<file path="config.mk">
export PLATFORM = sky130hd
export DESIGN_NAME = fungen_sequencer
export DESIGN_NICKNAME = d
export VERILOG_FILES = /design/src/rtl/fungen_pkg.sv /design/src/rtl/fungen_period_ctr.sv /design/src/rtl/fungen_sequencer.sv
export SDC_FILE = /design/constraint.sdc
export NUM_CORES = 1
export LEC_CHECK = 0
export ABC_AREA = 1
export BUFFER_PORTS_ARGS = -buffer_cell sky130_fd_sc_hd__buf_2
export CAP_MARGIN = 10
export CORE_MARGIN = 10
export CORE_UTILIZATION = 25
export CTS_CLUSTER_SIZE = 25
export DETAILED_ROUTE_END_ITERATION = 10
export HOLD_SLACK_MARGIN = 0.15
export PLACE_DENSITY_LB_ADDON = 0.05
export REMOVE_ABC_BUFFERS = 1
export SYNTH_ARGS = -nofsm -noshare
export SYNTH_HDL_FRONTEND = slang
export SYNTH_SLANG_ARGS = --single-unit
export TNS_END_PERCENT = 100
</file>
<file path="constraint.sdc">
create_clock -name clk -period 5.05 [get_ports clk]
set_clock_uncertainty 0.2 [all_clocks]
set_input_delay 1.515 -clock clk [delete_from_list [all_inputs] [get_ports clk]]
set_output_delay 1.515 -clock clk [all_outputs]
set_load 0.02 [all_outputs]
</file>
<file path="src/rtl/fungen_pkg.sv">
// Shared types and constants for the funGen playlist sequencer.
// Holds the FSM state encoding, the playlist entry layout and the waveform select codes.
package fungen_pkg;

  localparam int REP_W = 4;

  typedef enum logic [1:0] {IDLE, LOAD, PLAY, FIN} state_t;

  typedef struct packed {
    logic [1:0]       sel;
    logic [REP_W-1:0] reps;
  } seg_t;

  localparam logic [1:0] WAVE_0 = 2'b00;
  localparam logic [1:0] WAVE_1 = 2'b01;
  localparam logic [1:0] WAVE_2 = 2'b10;
  localparam logic [1:0] WAVE_3 = 2'b11;

endpackage

</file>
<file path="src/rtl/fungen_period_ctr.sv">
// Period/repeat counter for one playlist segment.
// seg_end flags the last clock of the reps-th generator period.
module fungen_period_ctr
  import fungen_pkg::*;
#(
  parameter int PERIOD_CLKS = 255
) (
  input  logic             clk,
  input  logic             rst,
  input  logic             clr,
  input  logic             en,
  input  logic [REP_W-1:0] reps,
  output logic             seg_end
);

  localparam int PW = (PERIOD_CLKS > 1) ? $clog2(PERIOD_CLKS) : 1;

  logic [PW-1:0]    period_reg;
  logic [REP_W-1:0] rep_reg;
  logic             period_wrap;

  assign period_wrap = (period_reg == PW'(PERIOD_CLKS - 1));
  // reps is never 0 while enabled: zero-rep entries are skipped before PLAY.
  assign seg_end     = en && period_wrap && (rep_reg == reps - REP_W'(1));

  always_ff @(posedge clk) begin
    if (rst || clr) begin
      period_reg <= '0;
      rep_reg    <= '0;
    end else if (en) begin
      if (period_wrap) begin
        period_reg <= '0;
        rep_reg    <= rep_reg + REP_W'(1);
      end else begin
        period_reg <= period_reg + PW'(1);
      end
    end
  end

endmodule

</file>
<file path="src/rtl/fungen_sequencer.sv">
// Playlist sequencer driving funGen sel/rst: plays up to NUM_SEG {sel, reps} entries,
// re-phasing the generator at each segment boundary, with optional wrap-around looping.
module fungen_sequencer
  import fungen_pkg::*;
#(
  parameter int  NUM_SEG     = 4,
  parameter int  PERIOD_CLKS = 255,
  localparam int SEG_W       = (NUM_SEG > 1) ? $clog2(NUM_SEG) : 1
) (
  input  logic             clk,
  input  logic             rst,
  input  logic             cfg_we,
  input  logic [SEG_W-1:0] cfg_addr,
  input  logic [1:0]       cfg_sel,
  input  logic [REP_W-1:0] cfg_reps,
  input  logic [SEG_W:0]   nseg,
  input  logic             start,
  input  logic             loop,
  input  logic             stop,
  output logic [1:0]       fg_sel,
  output logic             fg_rst,
  output logic [SEG_W-1:0] seg_idx,
  output logic             busy,
  output logic             done
);

  state_t           state_reg, state_next;
  seg_t             table_reg [NUM_SEG];
  logic [SEG_W:0]   nseg_lat_reg, nseg_clamped;
  logic [SEG_W-1:0] seg_idx_reg, seg_next;
  logic [1:0]       fg_sel_reg, sel_next;
  logic             fg_rst_reg, busy_reg, done_reg;
  logic             wr_en, seg_end, is_last, accept_start;
  logic             ctr_clr, ctr_en;
  seg_t             cur_seg;

  assign wr_en        = cfg_we && !busy_reg;
  assign cur_seg      = table_reg[seg_idx_reg];
  assign is_last      = ({1'b0, seg_idx_reg} + (SEG_W + 1)'(1)) >= nseg_lat_reg;
  assign nseg_clamped = (nseg > (SEG_W + 1)'(NUM_SEG)) ? (SEG_W + 1)'(NUM_SEG) : nseg;
  assign accept_start = (state_reg == IDLE) && start && !stop && (nseg != '0);
  assign ctr_en       = (state_reg == PLAY) && !stop;
  assign ctr_clr      = (state_reg != PLAY) || stop;

  generate
    for (genvar gi = 0; gi < NUM_SEG; gi++) begin : g_entry
      always_ff @(posedge clk) begin
        if (rst) begin
          table_reg[gi] <= '0;
        end else if (wr_en && (cfg_addr == SEG_W'(gi))) begin
          table_reg[gi] <= {cfg_sel, cfg_reps};
        end
      end
    end
  endgenerate

  fungen_period_ctr #(
    .PERIOD_CLKS(PERIOD_CLKS)
  ) u_ctr (
    .clk    (clk),
    .rst    (rst),
    .clr    (ctr_clr),
    .en     (ctr_en),
    .reps   (cur_seg.reps),
    .seg_end(seg_end)
  );

  always_comb begin
    state_next = state_reg;
    seg_next   = seg_idx_reg;
    sel_next   = fg_sel_reg;
    case (state_reg)
      IDLE: begin
        if (start) begin
          if (nseg != '0) begin
            state_next = LOAD;
            seg_next   = '0;
          end else begin
            state_next = FIN;
          end
        end
      end
      LOAD, PLAY: begin
        if ((state_reg == LOAD && cur_seg.reps == '0) || (state_reg == LOAD ? 1'b0 : seg_end)) begin
          if (!is_last) begin
            state_next = LOAD;
            seg_next   = seg_idx_reg + SEG_W'(1);
          end else if (loop) begin
            state_next = LOAD;
            seg_next   = '0;
          end else begin
            state_next = FIN;
          end
        end else if (state_reg == LOAD) begin
          state_next = PLAY;
        end
      end
      FIN:     state_next = IDLE;
      default: state_next = IDLE;
    endcase
    if (stop) begin
      state_next = IDLE;
      seg_next   = seg_idx_reg;
    end
    // A write landing on the same edge as start must be visible in the first LOAD.
    if (state_next == LOAD) begin
      sel_next = (wr_en && cfg_addr == seg_next) ? cfg_sel : table_reg[seg_next].sel;
    end
  end

  always_ff @(posedge clk) begin
    if (rst) begin
      state_reg    <= IDLE;
      nseg_lat_reg <= '0;
      seg_idx_reg  <= '0;
      fg_sel_reg   <= WAVE_0;
      fg_rst_reg   <= 1'b1;
      busy_reg     <= 1'b0;
      done_reg     <= 1'b0;
    end else begin
      state_reg   <= state_next;
      seg_idx_reg <= seg_next;
      fg_sel_reg  <= sel_next;
      fg_rst_reg  <= (state_next != PLAY);
      busy_reg    <= (state_next == LOAD) || (state_next == PLAY);
      done_reg    <= (state_next == FIN);
      if (accept_start) begin
        nseg_lat_reg <= nseg_clamped;
      end
    end
  end

  assign fg_sel  = fg_sel_reg;
  assign fg_rst  = fg_rst_reg;
  assign seg_idx = seg_idx_reg;
  assign busy    = busy_reg;
  assign done    = done_reg;

endmodule

</file>
* Word level (Yosys, flattened, before mapping)
Memory sizes are Yosys's and may differ from the RTL's. A register that Yosys moved wholly into a read port is not among the register bits. Cells that the tools add are included.
Storage, ports and cells: output and inout port bits 7, word-level logic and storage cells 98, memories kept 1, bits in writable memories 24, input bits 17, flip-flop bits (word level) 24
Cells by class: $add $sub $neg 5, mux-type cells 38, reduce and logical (&&, ||, !) cells 25, magnitude comparators 2, equality and inequality tests 14, bitwise logic cells 4
Memories:
- table_reg | words 4, bits a word 6, rd ports 2, clocked after memory_dff 1, write ports 4, RTL line fungen_sequencer.sv:28 | seg_t table_reg [NUM_SEG];
Operators with widths (number):
- $mux W2 | 15
- $mux W6 | 4
- $mux W1 | 15
- $logic_and A1 B1 Y1 | 13
- $eq A2 B2 Y1 const B | 6
- $add A8 B1 Y8 const B | 1
- $eq A8 B8 Y1 const B | 1
- $mux W8 | 1
- $eq A2 B1 Y1 const B | 3
- $pmux W2 S3 | 1
- $add A4 B1 Y4 const B | 1
- $eq A4 B4 Y1 | 1
- $logic_not A2 Y1 | 2
- $logic_not A4 Y1 | 1
- $logic_or A1 B1 Y1 | 4
- $ne A2 B2 Y1 const B | 2
- $or A1 B1 Y1 | 4
- $pmux W2 S2 | 1
- $sub A4 B1 Y4 const B | 1
- $add A2 B1 Y3 const B | 1
- $ge A3 B3 Y1 | 1
- $gt A3 B3 Y1 const B | 1
- $mux W3 | 1
- $reduce_bool A3 Y1 | 1
- other kinds (5) | 6

* Longest topological paths before layout
depth in word-level cells 12, depth in mapped cells 25, depth with buffers taken out 24

* By module
From an unflattened synthesis, not the netlist that was laid out.
Second synthesis, totals: cells, all modules 364, area total of the unflattened synthesis 2776.4 µm²
By module, submodules not included:
- fungen_sequencer | cells an instance 261, sequential area each 960.9 µm², instances 1, area each 2068.2 µm²
- fungen_period_ctr | cells an instance 103, sequential area each 240.2 µm², instances 1, area each 708.2 µm²

* Worst setup path before layout
OpenSTA, ideal clock, no wires.
path type input to register, start input stop, end register fg_sel_reg[0], in the netlist fg_sel[0], path buffers 0, setup slack 1.776 ns, data arrival time 2.958 ns, required time 4.734 ns, library setup time 0.116 ns, stages on the path 18, path through nor2_1 > nand3_2 > clkinv_1 > nand3_1 > nor2_2 > nand2_2 > nand2_2 > nand2_1 > nand2_1 > nand2_1 > nand2_1 > nand2_2 > nand2_2 > nand2_2 > nor2_1 > nand2_1 > nand3_1 > a21oi_1
On the way: cells in the longest elaborated chain, start to end 12, elaborated cells between the ends (all ways) 17, those cells by class eq/ne (2); mux (8); reduce/logical (6); memory (1)
Ends and longest elaborated chain:
- from (decl) | RTL line fungen_sequencer.sv:19 | input logic stop,
- branches (longest 12 deep; another with $mem_v2 Z4 W6)
- to (signal assigned) | RTL line fungen_sequencer.sv:123 | fg_sel_reg <= sel_next;
- to (decl) | RTL line fungen_sequencer.sv:31 | logic [1:0] fg_sel_reg, sel_next;
Several ways; the timed one is not identified. A chain may end at the register's enable or synchronous reset.

* Worst setup path after layout
Ends and elaborated chain as after synthesis.

==> run_results.csv <==
group,metric,value,unit
outcome,status,"completed",
clock_network,cts_root_buffer,"clkbuf_8",
clock_network,cts_buffer_depth,2,
clock_network,cts_tree,"built",
die,boundaryPins,24,
clock_network,numCtsBuffers,5,
power,power.share.clock,0.387,
routing,drcViolationCount,0,
layout,nets,390,
clock_network,clk_latency,0.31,ns
layout,largest_reg_flops,24,
global_route,grt_first_pass_wirelength,10390,um
layout,n_fill_cell,1133,
timing,worstMarginPinSlew,0.9712,ns
layout,area_growth,14.67,%
worst_setup_path,timing.rr.end,"fg_sel[0]$_SDFFE_PP0N_",
timing,fmax,300.8,MHz
synthesis,synth_mux_area_frac,0,
worst_setup_path,path_max_fanout,5,
routing,wl_per_cell,12.73,um
worst_setup_path,cp-start-kind,"primary input",
power,p_switching,0.2283,mW
clock_network,clkSlewWorstSetupHoldPaths,0.10,ns
die,die-area,15250,um2
global_route,groute.usage.overall,0.08594,
synthesis,avgSynthCellArea,8.114,um2
clock_network,h-tree-depth,2,
power,seqPwrFrac,0.487,
die,core_region_area,10370,um2
synthesis,synth_area,2678,um2
worst_setup_path,crit_start,"stop",
power,total_power,0.8906,mW
clock_network,clock-sinks,48,
power,p_leak,1.357,nW
worst_setup_path,r2r_slack,1.77,ns
routing,routed_wirelength,6288,um
worst_setup_path,ff2ff_path_depth,22,
layout,layout.cells.non_filler,494,
placed_design,gp_congestion,0.8096,
placed_design,io_buffers,23,
routing,firstDrtPassIters,4,
layout,drive_gt1_frac,0.1704,
clock_network,cts.repair.resized,0,
timing,timing.hold.ws,0.2727,ns
power,netSwitchingFraction,0.2563,
placed_design,dp_slack,1.353,ns
synthesis,syn-instance-count,330,
synthesis,post_synth_and_or_nand_nor_area_fraction,0.3322,
worst_setup_path,arrival,3.33,ns
synthesis,synth_top_family_by_area,"simple AND/OR/NAND/NOR gates",
global_route,grt-ovfl-total,0,
layout,antenna_cells,0,
routing,viasPerCell,4.233,
power,cellPowerDensity,290.1,nW/um2
placed_design,place_inst,486,
clock_network,hold_buffers,0,
timing,final.setup.tns,0,ns
die,die_width,123.5,um
routing,drt_iter0_drc,91,
synthesis,netlist-cell-type-count,30,
run,cap_viol_max_count,0,
clock_network,cts_setup_buffers,0,
synthesis,ys_warn_count,0,
worst_setup_path,r2r-start,"seg_idx[0]$_SDFF_PP0_",
placed_design,dp_hpwl,4991,um
die,die_h,123.5,um
min_path,worstHoldPathType,"flip-flop to flip-flop",
global_route,antenna_found_initial,0,
timing,drv_slew,0,
synthesis,ys_ff_latch,48,
worst_setup_path,crit_path_end,"fg_sel[0]$_SDFFE_PP0N_",
worst_setup_path,required,5.05,ns
timing,min_period,3.324,ns
worst_setup_path,crit_path_end_kind,"flip-flop",
routing,antenna_left,0,
die,num_rows,37,
synthesis,synthXorXnorAreaFrac,0.01308,
timing,slew_headroom,0.3470,
synthesis,synth_fa_ha_area_frac,0.07477,
timing,period_share,0.6583,
timing,hold_viol,0,
synthesis,seq_area_frac_synth,0.4486,
power,peakVddDrop,0.1169,mV
global_route,grt_pass1_vias,2066,
power,combPwrFrac,0.126,
power,intPower,0.6623,mW
global_route,grt_max_degree,17,
timing,setup-violations-final,0,
timing,rsz0062_at_grt,"no",
synthesis,synth_compound_area_frac,0.05421,
timing,finalWorstSetupSlack,1.726,ns
worst_setup_path,crit_type,"primary input to flip-flop",
die,start_util,0.2582,
min_path,hold_depth,2,
routing,vias,2091,
## power by group through the flow
stage               registers, mW  clock network, mW  logic, mW
finish                      0.434              0.344      0.112
global route                0.436              0.369      0.129
CTS                         0.434              0.355      0.115
detailed placement          0.443                  0      0.114
global placement            0.444                  0      0.116
floorplan                   0.444                  0     0.0750
## cell type report
type | count | area (um2) | share of cell area
clock buffers | 5 | 68.82 | 0.02241
clock inverters | 3 | 68.82 | 0.02241
inverters | 45 | 168.9 | 0.05501
multi-input cells | 233 | 1270 | 0.4136
flip-flops and latches | 48 | 1201 | 0.3912
well taps | 136 | 170.2 | 0.05542
repair buffers | 24 | 122.6 | 0.03993
## how the worst min path moves through the flow
stage                                                 from                                to  slack, ns
after global routing      u_ctr.period_reg[0]$_SDFFE_PP0P_  u_ctr.period_reg[0]$_SDFFE_PP0P_       0.30
after CTS                           fg_sel[1]$_SDFFE_PP0N_            fg_sel[1]$_SDFFE_PP0N_       0.28
after detailed placement  u_ctr.period_reg[0]$_SDFFE_PP0P_  u_ctr.period_reg[0]$_SDFFE_PP0P_       0.25
final                               fg_sel[1]$_SDFFE_PP0N_            fg_sel[1]$_SDFFE_PP0N_       0.27
after floorplan           u_ctr.period_reg[0]$_SDFFE_PP0P_  u_ctr.period_reg[0]$_SDFFE_PP0P_       0.23
after global placement    u_ctr.period_reg[0]$_SDFFE_PP0P_  u_ctr.period_reg[0]$_SDFFE_PP0P_       0.25
## critical path, stage by stage
cell and delay (ns):
buf_2 0.12, nor2_1 0.25, nand3_2 0.14, clkinv_1 0.11, nand3_1 0.09, nor2_2 0.12, nand2_2 0.07, nand2_2 0.08
nand2_1 0.07, nand2_1 0.06, nand2_1 0.06, nand2_1 0.10, nand2_2 0.09, nand2_2 0.06, nand2_2 0.06, nor2_1 0.14
nand2_1 0.06, nand3_1 0.08, a21oi_1 0.06
## cells in the final DEF (no fill, tap or decap), drive strengths merged, types with 2 or more instances in the layout
cell type,synthesis,final
inv,44,45
a21oi,10,10
edfxtp,24,24
nand4,7,7
o21ai,6,6
clkbuf,1,5
bufinv,0,2
a31oi,2,2
nor2,53,53
xor2,3,3
buf,3,24
nand3,36,36
ha,16,16
nand2,82,82
dfxtp,24,24
nor3,3,3
and3,2,2
nor3b,3,3
o31ai,4,4
## metal layers
| metal | up-vias | wire (um) | GRT usage |
|---|---|---|---|
| li1 | 1123 | - | - |
| met1 | 938 | 3159 | 0.1136 |
| met2 | 25 | 2825 | 0.1335 |
| met3 | 5 | 229 | 0.02051 |
| met4 | 0 | 74 | 0.03130 |
| met5 | - | 0 | 0 |
## kinds of logic (layout without fill, tap and decap cells)
| kind of cell | Yosys count | after routing |
|---|---|---|
| AOI/OAI and AO/OA | 25 | 25 |
| xor gates and xnor gates | 4 | 4 |
| adders and majority gates | 16 | 16 |
| buffers and inverters | 49 | 77 |
| DFF | 48 | 48 |
| and+or+nand+nor | 188 | 188 |
## synth_stat cells
cell type	n	area, um2
or2_2	1	6.260
clkbuf_1	1	3.750
nand3_1	27	135.1
o211ai_1	1	7.510
ha_1	16	200.2
clkinv_1	1	3.750
edfxtp_1	24	720.7
nand2_1	69	259.0
nor3b_1	3	22.52
nor2_1	50	187.7
nand2_2	11	68.82
a31oi_1	2	12.51
buf_6	3	33.78
xnor2_1	1	8.760
o21a_1	1	7.510
nand3b_1	1	7.510
o31ai_1	4	30.03
a21oi_1	10	50.05
and3_1	2	12.51
dfxtp_1	24	480.5
nand4_1	7	43.79
inv_2	3	11.26
a211oi_1	1	7.510
o21ai_0	6	30.03
xor2_1	3	26.28
nor2_2	3	18.77
nand2_4	2	22.52
inv_1	41	153.9
nand3_2	9	90.09
nor3_1	3	15.01
## metrics by stage
step	utilization	area, um2
after global placement	0.2828	2933
final	0.2961	3070
after floorplan	-	2640
after CTS	0.2961	3070
after global routing	0.2961	3070
after detailed placement	0.2828	2933
(Power assumes the default switching activity.)
